--- src/rtl/wb_pkg.sv ---
// Shared encodings for the write-back stage: register-file source select and load size.
package wb_pkg;

  typedef enum logic [1:0] {
    MTR_ALU  = 2'd0,
    MTR_MEM  = 2'd1,
    MTR_LINK = 2'd2,
    MTR_EXT  = 2'd3
  } memtoReg_e;

  // Encoding 3 is a second word encoding, so it shares the pass-through path.
  typedef enum logic [1:0] {
    LS_WORD  = 2'd0,
    LS_HALF  = 2'd1,
    LS_BYTE  = 2'd2,
    LS_WORD3 = 2'd3
  } loadSize_e;

endpackage

--- src/rtl/wb_load_align.sv ---
// Combinational little-endian sub-word extract plus zero/sign extension for loads.
module wb_load_align
  import wb_pkg::*;
#(
  parameter int DATA_W = 32
) (
  input  logic [DATA_W-1:0] ReadData,
  input  logic [1:0]        off,
  input  logic [1:0]        LoadSize,
  input  logic              LoadUnsigned,
  output logic [DATA_W-1:0] LoadData
);

  logic [7:0]  byteLane [4];
  logic [7:0]  selByte;
  logic [15:0] selHalf;

  genvar gi;
  generate
    for (gi = 0; gi < 4; gi++) begin : gLane
      assign byteLane[gi] = ReadData[gi*8 +: 8];
    end
  endgenerate

  assign selByte = byteLane[off];
  // Halfword lane comes from off[1] alone; a misaligned off[0] is ignored.
  assign selHalf = off[1] ? {byteLane[3], byteLane[2]} : {byteLane[1], byteLane[0]};

  always_comb begin
    LoadData = ReadData;
    case (loadSize_e'(LoadSize))
      LS_BYTE: LoadData = {{(DATA_W-8){~LoadUnsigned & selByte[7]}}, selByte};
      LS_HALF: LoadData = {{(DATA_W-16){~LoadUnsigned & selHalf[15]}}, selHalf};
      default: ;
    endcase
  end

endmodule

--- src/rtl/wb_stage_pipe.sv ---
// Write-back stage: MEM/WB register, load alignment, register-file source mux.
// Optional retired-instruction counter enabled by defining WB_PERF_CNT_EN.
module wb_stage_pipe
  import wb_pkg::*;
#(
  parameter int DATA_W     = 32,
  parameter int REG_ADDR_W = 5,
  parameter int CNT_W      = 32
) (
  input  logic                  Clk,
  input  logic                  Reset,
  input  logic                  Stall,
  input  logic                  Flush,
  input  logic                  InValid,
  input  logic                  RegWrite_in,
  input  logic [REG_ADDR_W-1:0] WriteReg_in,
  input  logic [1:0]            MemtoReg_in,
  input  logic [1:0]            LoadSize_in,
  input  logic                  LoadUnsigned,
  input  logic [DATA_W-1:0]     ALUResult_in,
  input  logic [DATA_W-1:0]     ReadData_in,
  input  logic [DATA_W-1:0]     PCAddResult_in,
  input  logic [DATA_W-1:0]     ExtData_in,
  output logic                  RegWrite_out,
  output logic [REG_ADDR_W-1:0] WriteReg_out,
  output logic [DATA_W-1:0]     WriteData,
  output logic [CNT_W-1:0]      RetireCount
);

  logic                  validReg;
  logic                  regWriteReg;
  logic [REG_ADDR_W-1:0] writeRegReg;
  logic [1:0]            memtoRegReg;
  logic [1:0]            loadSizeReg;
  logic                  loadUnsignedReg;
  logic [DATA_W-1:0]     aluResultReg;
  logic [DATA_W-1:0]     readDataReg;
  logic [DATA_W-1:0]     pcAddReg;
  logic [DATA_W-1:0]     extDataReg;
  logic [DATA_W-1:0]     loadData;

  // Flush only kills the valid bit; the stale payload is harmless once invalid.
  always_ff @(posedge Clk or posedge Reset) begin
    if (Reset) begin
      validReg        <= 1'b0;
      regWriteReg     <= 1'b0;
      writeRegReg     <= '0;
      memtoRegReg     <= '0;
      loadSizeReg     <= '0;
      loadUnsignedReg <= 1'b0;
      aluResultReg    <= '0;
      readDataReg     <= '0;
      pcAddReg        <= '0;
      extDataReg      <= '0;
    end else if (Flush) begin
      validReg <= 1'b0;
    end else if (!Stall) begin
      validReg        <= InValid;
      regWriteReg     <= RegWrite_in;
      writeRegReg     <= WriteReg_in;
      memtoRegReg     <= MemtoReg_in;
      loadSizeReg     <= LoadSize_in;
      loadUnsignedReg <= LoadUnsigned;
      aluResultReg    <= ALUResult_in;
      readDataReg     <= ReadData_in;
      pcAddReg        <= PCAddResult_in;
      extDataReg      <= ExtData_in;
    end
  end

  wb_load_align #(
    .DATA_W(DATA_W)
  ) uLoadAlign (
    .ReadData    (readDataReg),
    .off         (aluResultReg[1:0]),
    .LoadSize    (loadSizeReg),
    .LoadUnsigned(loadUnsignedReg),
    .LoadData    (loadData)
  );

  always_comb begin
    WriteData = aluResultReg;
    case (memtoReg_e'(memtoRegReg))
      MTR_MEM:  WriteData = loadData;
      MTR_LINK: WriteData = pcAddReg;
      MTR_EXT:  WriteData = extDataReg;
      default:  ;
    endcase
  end

  assign RegWrite_out = validReg & regWriteReg & (writeRegReg != '0);
  assign WriteReg_out = writeRegReg;

`ifdef WB_PERF_CNT_EN
  logic [CNT_W-1:0] retireCountReg;

  always_ff @(posedge Clk or posedge Reset) begin
    if (Reset) begin
      retireCountReg <= '0;
    end else if (InValid && !Stall && !Flush) begin
      retireCountReg <= retireCountReg + 1'b1;
    end
  end

  assign RetireCount = retireCountReg;
`else
  assign RetireCount = '0;
`endif

endmodule
--- config.mk ---
export PLATFORM = sky130hd
export DESIGN_NAME = wb_stage_pipe
export DESIGN_NICKNAME = d
export VERILOG_FILES = /design/src/rtl/wb_pkg.sv /design/src/rtl/wb_load_align.sv /design/src/rtl/wb_stage_pipe.sv
export SDC_FILE = /design/constraint.sdc
export NUM_CORES = 1
export LEC_CHECK = 0
export CAP_MARGIN = 20
export CORE_ASPECT_RATIO = 1.1
export CORE_UTILIZATION = 24
export DETAILED_ROUTE_END_ITERATION = 10
export MAX_ROUTING_LAYER = met4
export SLEW_MARGIN = 20
export SYNTH_ARGS = -nofsm -noshare
export SYNTH_HDL_FRONTEND = slang
export SYNTH_SLANG_ARGS = --single-unit
--- constraint.sdc ---
create_clock -name Clk -period 5.7 [get_ports Clk]
set_clock_uncertainty 0.05 [all_clocks]
set_input_delay 0.57 -clock Clk [delete_from_list [all_inputs] [get_ports Clk]]
set_output_delay 0.57 -clock Clk [all_outputs]
set_load 0.05 [all_outputs]
### After elaboration in Yosys (flattened, before gate mapping)

Index checks and enable logic that the tools add are counted.
W data, S select, Z words.

* bits in writable memories: 0
* ROM bits: 0
* memories kept: 0
* logic and storage cells: 35
* bits in latches: 0
* register bits: 140
* input bits: 144
* output and inout bits: 70

* muxes and demuxes: 8
* bitwise gates (word level): 8
* equality and inequality tests: 6
* add/sub/neg operators: 0
* div/mod/pow operators: 0
* reductions and logical operators: 2
* shift-type cells: 0
* $mul: 0
* magnitude comparators: 1

Operators by type and width (count)
* $pmux W32 S3: 1
* $pmux W32 S2: 1
* $bmux W8 S2: 1
* $mux W16: 1
* $mux W8: 2
* $eq A2 B2 Y1 const B: 3
* $reduce_bool A5 Y1: 1
* $and A1 B1 Y1: 4
* $eq A2 B1 Y1 const B: 2
* $ge A3 B3 Y1 const B: 1
* $not A1 Y1: 3
* $not A2 Y3: 1
* $mux W1: 2
* $ne A2 B1 Y1 const B: 1
* $reduce_and A2 Y1: 1

### Longest topological paths before layout

Gate-level depths: netlist (run 1).

* depth in word-level cells: 7
* gate-level depth with buffers: 8
* mapped depth without buffers: 6

### Cells and area by module

Synthesis (run 1) repeated with hierarchy kept, for this count alone.

* cells, all modules: 481
* area total of the unflattened synthesis: 7407.1 µm²

By module, submodules not included
* wb_stage_pipe: seq. area each 3503.4 µm², cells each 373, area an instance 6737.7 µm², instances 1
* wb_load_align: seq. area each 0.0 µm², cells each 108, area an instance 669.4 µm², instances 1

### Worst setup path after synthesis (run 1)

OpenSTA, ideal clock, no wires.

* path type: reg2out
* start point: register loadSizeReg[0]
* end point: output port WriteData[14]
* cell stages (with the launch flop): 9
* arrival time: 2560 ps
* buffers on the path: 3
* required time: 5080 ps
* path slack: 2520 ps
* cells stage by stage: dfrtp_1 > inv_1 > ha_1 > buf_2 > buf_2 > clkbuf_1 > nand2_1 > o21ai_0 > a221oi_1

* longest elaborated chain between the ends: 3
* elaborated cells between the ends (all ways): 4
* classes of those cells: eq/ne (2); mux (2)

Ends and longest elaborated chain
* start: declaration: line wb_stage_pipe.sv:34 `logic [1:0] loadSizeReg;`
* start signal: assignment: line wb_stage_pipe.sv:62 `loadSizeReg <= LoadSize_in;`
* $eq A2 B1 Y1 or $eq A2 B2 Y1 (tied branches): line wb_load_align.sv:31 `case (loadSize_e'(LoadSize))`
* $pmux W32 S2 *: line wb_load_align.sv:31
* $pmux W32 S3 *: line wb_stage_pipe.sv:83 `case (memtoReg_e'(memtoRegReg))`
* end: declaration: line wb_stage_pipe.sv:26 `output logic [DATA_W-1:0] WriteData,`

Every way passes the cells marked *; elsewhere a longest branch is shown, timed or not.

### Worst setup path in the final report (run 1)

* start point: register loadSizeReg[0]
* end point: output port WriteData[12]

Same word-level chain as after synthesis.

==> flow_metrics.tcl, run 1 <==
set metrics [dict create \
    outcome "finished clean" \
    antenna_found_initial 1 \
    path_buf_inv 3 \
    numCtsBuffers 17 \
    synthesis.area_um2 7029 \
    arrival_ns 3.50 \
    layout_commonest_cell "clkdlybuf4s50_1" \
    cts-root-buf "clkbuf_16" \
    leakagePower_nw 3.926 \
    hold_buffers 0 \
    synth_seq_area_share 0.4984 \
    crit_fanout 24 \
    ir_drop_mv 0.1585 \
    fin_nets 873 \
    slowest_delay_ns 0.82 \
    max_slew_margin 0.4570 \
    crit_required_ns 5.08 \
    rsz0062_at_grt "no" \
    grt_max_degree 151 \
    vias_per_cell 4.463 \
    end_kind "output port" \
    firstDrtPassIters 4 \
    drt_iter0_drc 211 \
    grt_util_all_layers 0.1417 \
    fp-row-count 65 \
    setup_tns_ns 0 \
    synth_cell_type_count 41 \
    power_mw 3.463 \
    synth_edf_count 0 \
    gp_congestion 0.7942 \
    first_global_vias 5178 \
    path_cells "inv_1 -> ha_1 -> buf_4 -> a221oi_4 -> a221oi_1 -> a211o_1 -> clkdlybuf4s50_1" \
    routedWlPerCell_um 18.00 \
    port_buffers 181 \
    grt-ovfl-total 0 \
    die_area_um2 29980 \
    drive_gt1_frac 0.2842 \
    power_density_nw_per_um2 357.8 \
    totalWireLength_um 19940 \
    worstMarginPinSlew_ns 0.8146 \
    synthFlopType "dfrtp_1" \
    io_pins 214 \
    yosys_register_bits 140 \
    initial_utilization 0.2448 \
    area_delta_synth_final_pct 37.68 \
    post_cts_buffers 0 \
    slew_viol_final 0 \
    clockBufferDepth 2 \
    drc 0 \
    start_kind "register" \
    antenna_left 0 \
    netlist_instances 555 \
    cts_resized 0 \
    hold_violations 0 \
    grt_pass1_wl_um 30550 \
    vias 4945 \
    clock_latency_ns 0.41 \
    die_width_um 165.2 \
    syn_avg_cell_area_um2 12.67 \
    path_clk_slew_ns 0.06 \
    finalCriticalPeriod_ns 4.119 \
    yosys_warnings 0 \
    cap_violations 0 \
    cts_tree "yes" \
    fmax_mhz 242.8 \
    htreeDepth 4 \
    synthArstFlopShare 1.000 \
    final_cell_mix "clkdlybuf4s50_1, dfrtp_1, mux2_2" \
    setup_viol 0 \
    dp_hpwl_um 14360 \
    crit_family "buffers and inverters" \
    fin_crit_sh 0.7226 \
    crit_slowest_cell "clkdlybuf4s50_1" \
    criticalPathCategory "register to output port" \
    core_um2 28710 \
    cts_sinks 140 \
    reg2reg_slack_ns 4.12 \
    hp-class "input port to async pin" \
    die_y_um 181.5 \
]
state kept, by name, indices dropped and copies added (netlist names):
register and flops:
extDataReg 32, memtoRegReg 2, readDataReg 32, loadSizeReg 2, regWriteReg 1, loadUnsignedReg 1
validReg 1, aluResultReg 32, pcAddReg 32, WriteReg_out 5
worst register-to-register path, stage by stage (launching register included):
cell and delay, ns:
dfrtp_2 0.86, buf_4 0.41, mux2_2 0.20
cells by family (layout without fill, tap and decap cells):
group                    after synthesis  in the layout  share of synthesized area
AO/OA/AOI/OAI                         75             75                    0.07797
adder cells (fa/ha/maj)                2              2                   0.003559
buffers and inverters                 80            233                    0.06372
flip-flops                           140            140                     0.4984
multiplexers                         163            163                     0.2864
other                                  1             33                  0.0005335
AND/OR/NAND/NOR                       94             94                    0.06942
power by group:
group | total [mW] | switching, mW | internal, mW
Combinational | 1.15 | 0.637 | 0.511
Sequential | 1.26 | 0.117 | 1.14
Clock | 1.06 | 0.439 | 0.621
layout make-up:
type	instances	area [um^2]
diodes	1	2.502
clock buffers	21	460.4
clock inverters	10	93.84
fillers	2880	19030
inverters	14	57.56
multi-input cells	366	3202
flip-flops and latches	140	3505
well taps	368	460.4
repair buffers	188	1897
worst paths after layout:
| check | startpoint | end | depth (start not counted) |
|---|---|---|---|
| setup / recovery | loadSizeReg[0]$_DFFE_PP0P_ | WriteData[12] | 7 |
| hold / removal | Reset | aluResultReg[25]$_DFFE_PP0P_ | 2 |
| setup reg to reg | memtoRegReg[0]$_DFFE_PP0P_ | memtoRegReg[0]$_DFFE_PP0P_ | 2 |
| hold reg to reg | aluResultReg[27]$_DFFE_PP0P_ | aluResultReg[27]$_DFFE_PP0P_ | 1 |
| max in group asynchronous | Reset | extDataReg[18]$_DFFE_PP0P_ | 4 |
| min in group Clk | aluResultReg[27]$_DFFE_PP0P_ | aluResultReg[27]$_DFFE_PP0P_ | 1 |
synthesized netlist by cell type (11+ instances only):
cell type / number / area share
a21oi_1: 11 / 0.0078
a221oi_1: 14 / 0.017
and2_1: 17 / 0.015
buf_2: 15 / 0.011
buf_4: 34 / 0.036
clkbuf_1: 14 / 0.0075
dfrtp_1: 140 / 0.50
inv_1: 14 / 0.0075
mux2_2: 137 / 0.22
mux4_2: 16 / 0.051
nand2_1: 23 / 0.012
nor2_1: 23 / 0.012
o21ai_0: 20 / 0.014
or2_2: 12 / 0.011
per-stage QoR:
stage | utilization | hold WS, ns | std cells | instance area [um^2] | worst slack [ns]
after floorplan | - | 0.4227 | 586 | 7146 | 1.327
after global placement | 0.3168 | 0.4339 | 1075 | 9094 | 1.999
after detailed placement | 0.3168 | 0.4407 | 1075 | 9094 | 1.915
after CTS | 0.3361 | 0.4563 | 1106 | 9648 | 1.451
after global routing | 0.3371 | 0.4289 | 1108 | 9678 | 1.292
final | 0.3371 | 0.4087 | 1108 | 9678 | 1.581
per-layer routing:
metal	routed length, um	GRT usage	vias to the layer above
met1	8668	0.1748	2481
met5	0	-	-
met2	9815	0.2251	168
met3	1265	0.03906	17
met4	195	0.03927	0
li1	-	-	2279
Power figures use the tool's default switching activity.
==> inputs of run 2 (changes only) <==
==> constraint.sdc (replaced) <==
create_clock -name Clk -period 3.5 [get_ports Clk]
set_clock_uncertainty 0.05 [all_clocks]
set_input_delay 0.35 -clock Clk [delete_from_list [all_inputs] [get_ports Clk]]
set_output_delay 0.35 -clock Clk [all_outputs]
set_load 0.05 [all_outputs]
==> flow_metrics.tcl, run 2 (synthesis results as in run 1) <==
set metrics [dict create \
    outcome "finished clean" \
    place_area_um2 9465 \
    initial_utilization 0.2448 \
    routedWlPerCell_um 18.11 \
    antenna_left 0 \
    arrival_ns 2.58 \
    io_pins 214 \
    fillCellCount 2842 \
    grt_pass1_wl_um 30370 \
    drt_iter0_drc 213 \
    cts_resized 0 \
    hold_ws_ns 0.4421 \
    hold_violations 0 \
    fmax_mhz 335.4 \
    vias 4891 \
    end_kind "output port" \
    clock_latency_ns 0.41 \
    slew_viol_final 0 \
    leakagePower_nw 4.140 \
    fp-row-count 65 \
    path_clk_slew_ns 0.06 \
    fin_nets 879 \
    power_density_nw_per_um2 602.5 \
    layout_commonest_cell "clkdlybuf4s50_1" \
    start_kind "register" \
    die_area_um2 29980 \
    power_mw 6.057 \
    fin_area_um2 10050 \
    crit_fanout 10 \
    ir_drop_mv 0.3628 \
    htreeDepth 4 \
    crit_required_ns 3.10 \
    post_cts_buffers 0 \
    clockBufferDepth 2 \
    totalWireLength_um 20170 \
    setup_viol 0 \
    finalCriticalPeriod_ns 2.981 \
    max_slew_margin 0.4656 \
    cts_sinks 140 \
    final_cell_mix "clkdlybuf4s50_1, dfrtp_1, mux2_2" \
    hold_buffers 0 \
    drc 0 \
    num_antenna_cells 0 \
    cap_violations 0 \
    core_um2 28710 \
    worstMarginPinSlew_ns 0.8017 \
    reg2reg_slack_ns 2.19 \
    grt_util_all_layers 0.1427 \
    grt_max_degree 141 \
    firstDrtPassIters 4 \
    area_delta_synth_final_pct 43.02 \
    vias_per_cell 4.390 \
    drive_gt1_frac 0.3351 \
    die_width_um 165.2 \
    rsz0062_at_grt "no" \
    antenna_found_initial 0 \
    criticalPathCategory "register to output port" \
    finalNonFillerCells 1114 \
    cts-root-buf "clkbuf_16" \
    gp_congestion 0.7651 \
    first_global_vias 5079 \
    hp-class "input port to register" \
    cts_tree "yes" \
    numCtsBuffers 17 \
    dp.cells 1082 \
    grt-ovfl-total 0 \
    port_buffers 181 \
    fin_crit_sh 0.8518 \
    die_y_um 181.5 \
    dp_hpwl_um 14580 \
    setup_tns_ns 0 \
]
run 2: stage by stage:
step | util | setup slack [ns]
detailed placement | 0.3297 | 0.9311
CTS | 0.3502 | 0.4658
finish | 0.3502 | 0.5187
floorplan | - | 0.5401
global placement | 0.3297 | 0.9837
global route | 0.3502 | 0.3646
run 2: layout make-up:
| cell class | count | area (um^2) | share of cell area |
|---|---|---|---|
| Multi-Input combinational cell | 366 | 3202 | 0.3185 |
| Clock buffer | 21 | 470.5 | 0.04680 |
| Tap cell | 368 | 460.4 | 0.04580 |
| Inverter | 14 | 56.30 | 0.005600 |
| Clock inverter | 11 | 117.6 | 0.01170 |
| Timing Repair Buffer | 194 | 2242 | 0.2230 |
| Sequential cell | 140 | 3505 | 0.3486 |
run 2: worst paths after layout:
check,startpoint,endpoint,cells after the start
setup / recovery,loadSizeReg[1]$_DFFE_PP0P_,WriteData[4],7
hold / removal,ReadData_in[15],readDataReg[15]$_DFFE_PP0P_,3
setup reg to reg,memtoRegReg[0]$_DFFE_PP0P_,memtoRegReg[0]$_DFFE_PP0P_,2
hold reg to reg,readDataReg[6]$_DFFE_PP0P_,readDataReg[6]$_DFFE_PP0P_,1
max in group asynchronous,Reset,extDataReg[10]$_DFFE_PP0P_,3
min in group asynchronous,Reset,pcAddReg[24]$_DFFE_PP0P_,3
run 2: layer usage:
metal | GRT usage | vias to the layer above | routed length [um]
met2 | 0.2335 | 155 | 9944
li1 | - | 2286 | -
met3 | 0.03038 | 13 | 1216
met4 | 0.03523 | 0 | 188
met5 | - | - | 0
met1 | 0.1776 | 2437 | 8820
run 2: power breakdown:
group	switching (mW)	internal, mW	leakage, nW
combinational	1.13	1.08	2.20
clock	0.715	1.10	0.289
sequential	0.172	1.86	1.65
total	2.02	4.04	4.14
run 2: critical path, cell delays in order, from the launching register on:
cell and delay, ns:
dfrtp_1 0.38, inv_1 0.07, ha_1 0.35, inv_1 0.12, a21oi_1 0.50, a221oi_1 0.20, a21oi_1 0.35, buf_12 0.19
==> inputs of run 3 (changes only) <==
--- a/config.mk
+++ b/config.mk
@@ -5,7 +5,6 @@
 export SDC_FILE = /design/constraint.sdc
 export NUM_CORES = 1
 export LEC_CHECK = 0
-export CAP_MARGIN = 20
 export CORE_ASPECT_RATIO = 1.1
 export CORE_UTILIZATION = 24
 export DETAILED_ROUTE_END_ITERATION = 10
==> results of run 3 <==
The final DEF is identical to that of run 2; final timing and power are the same.
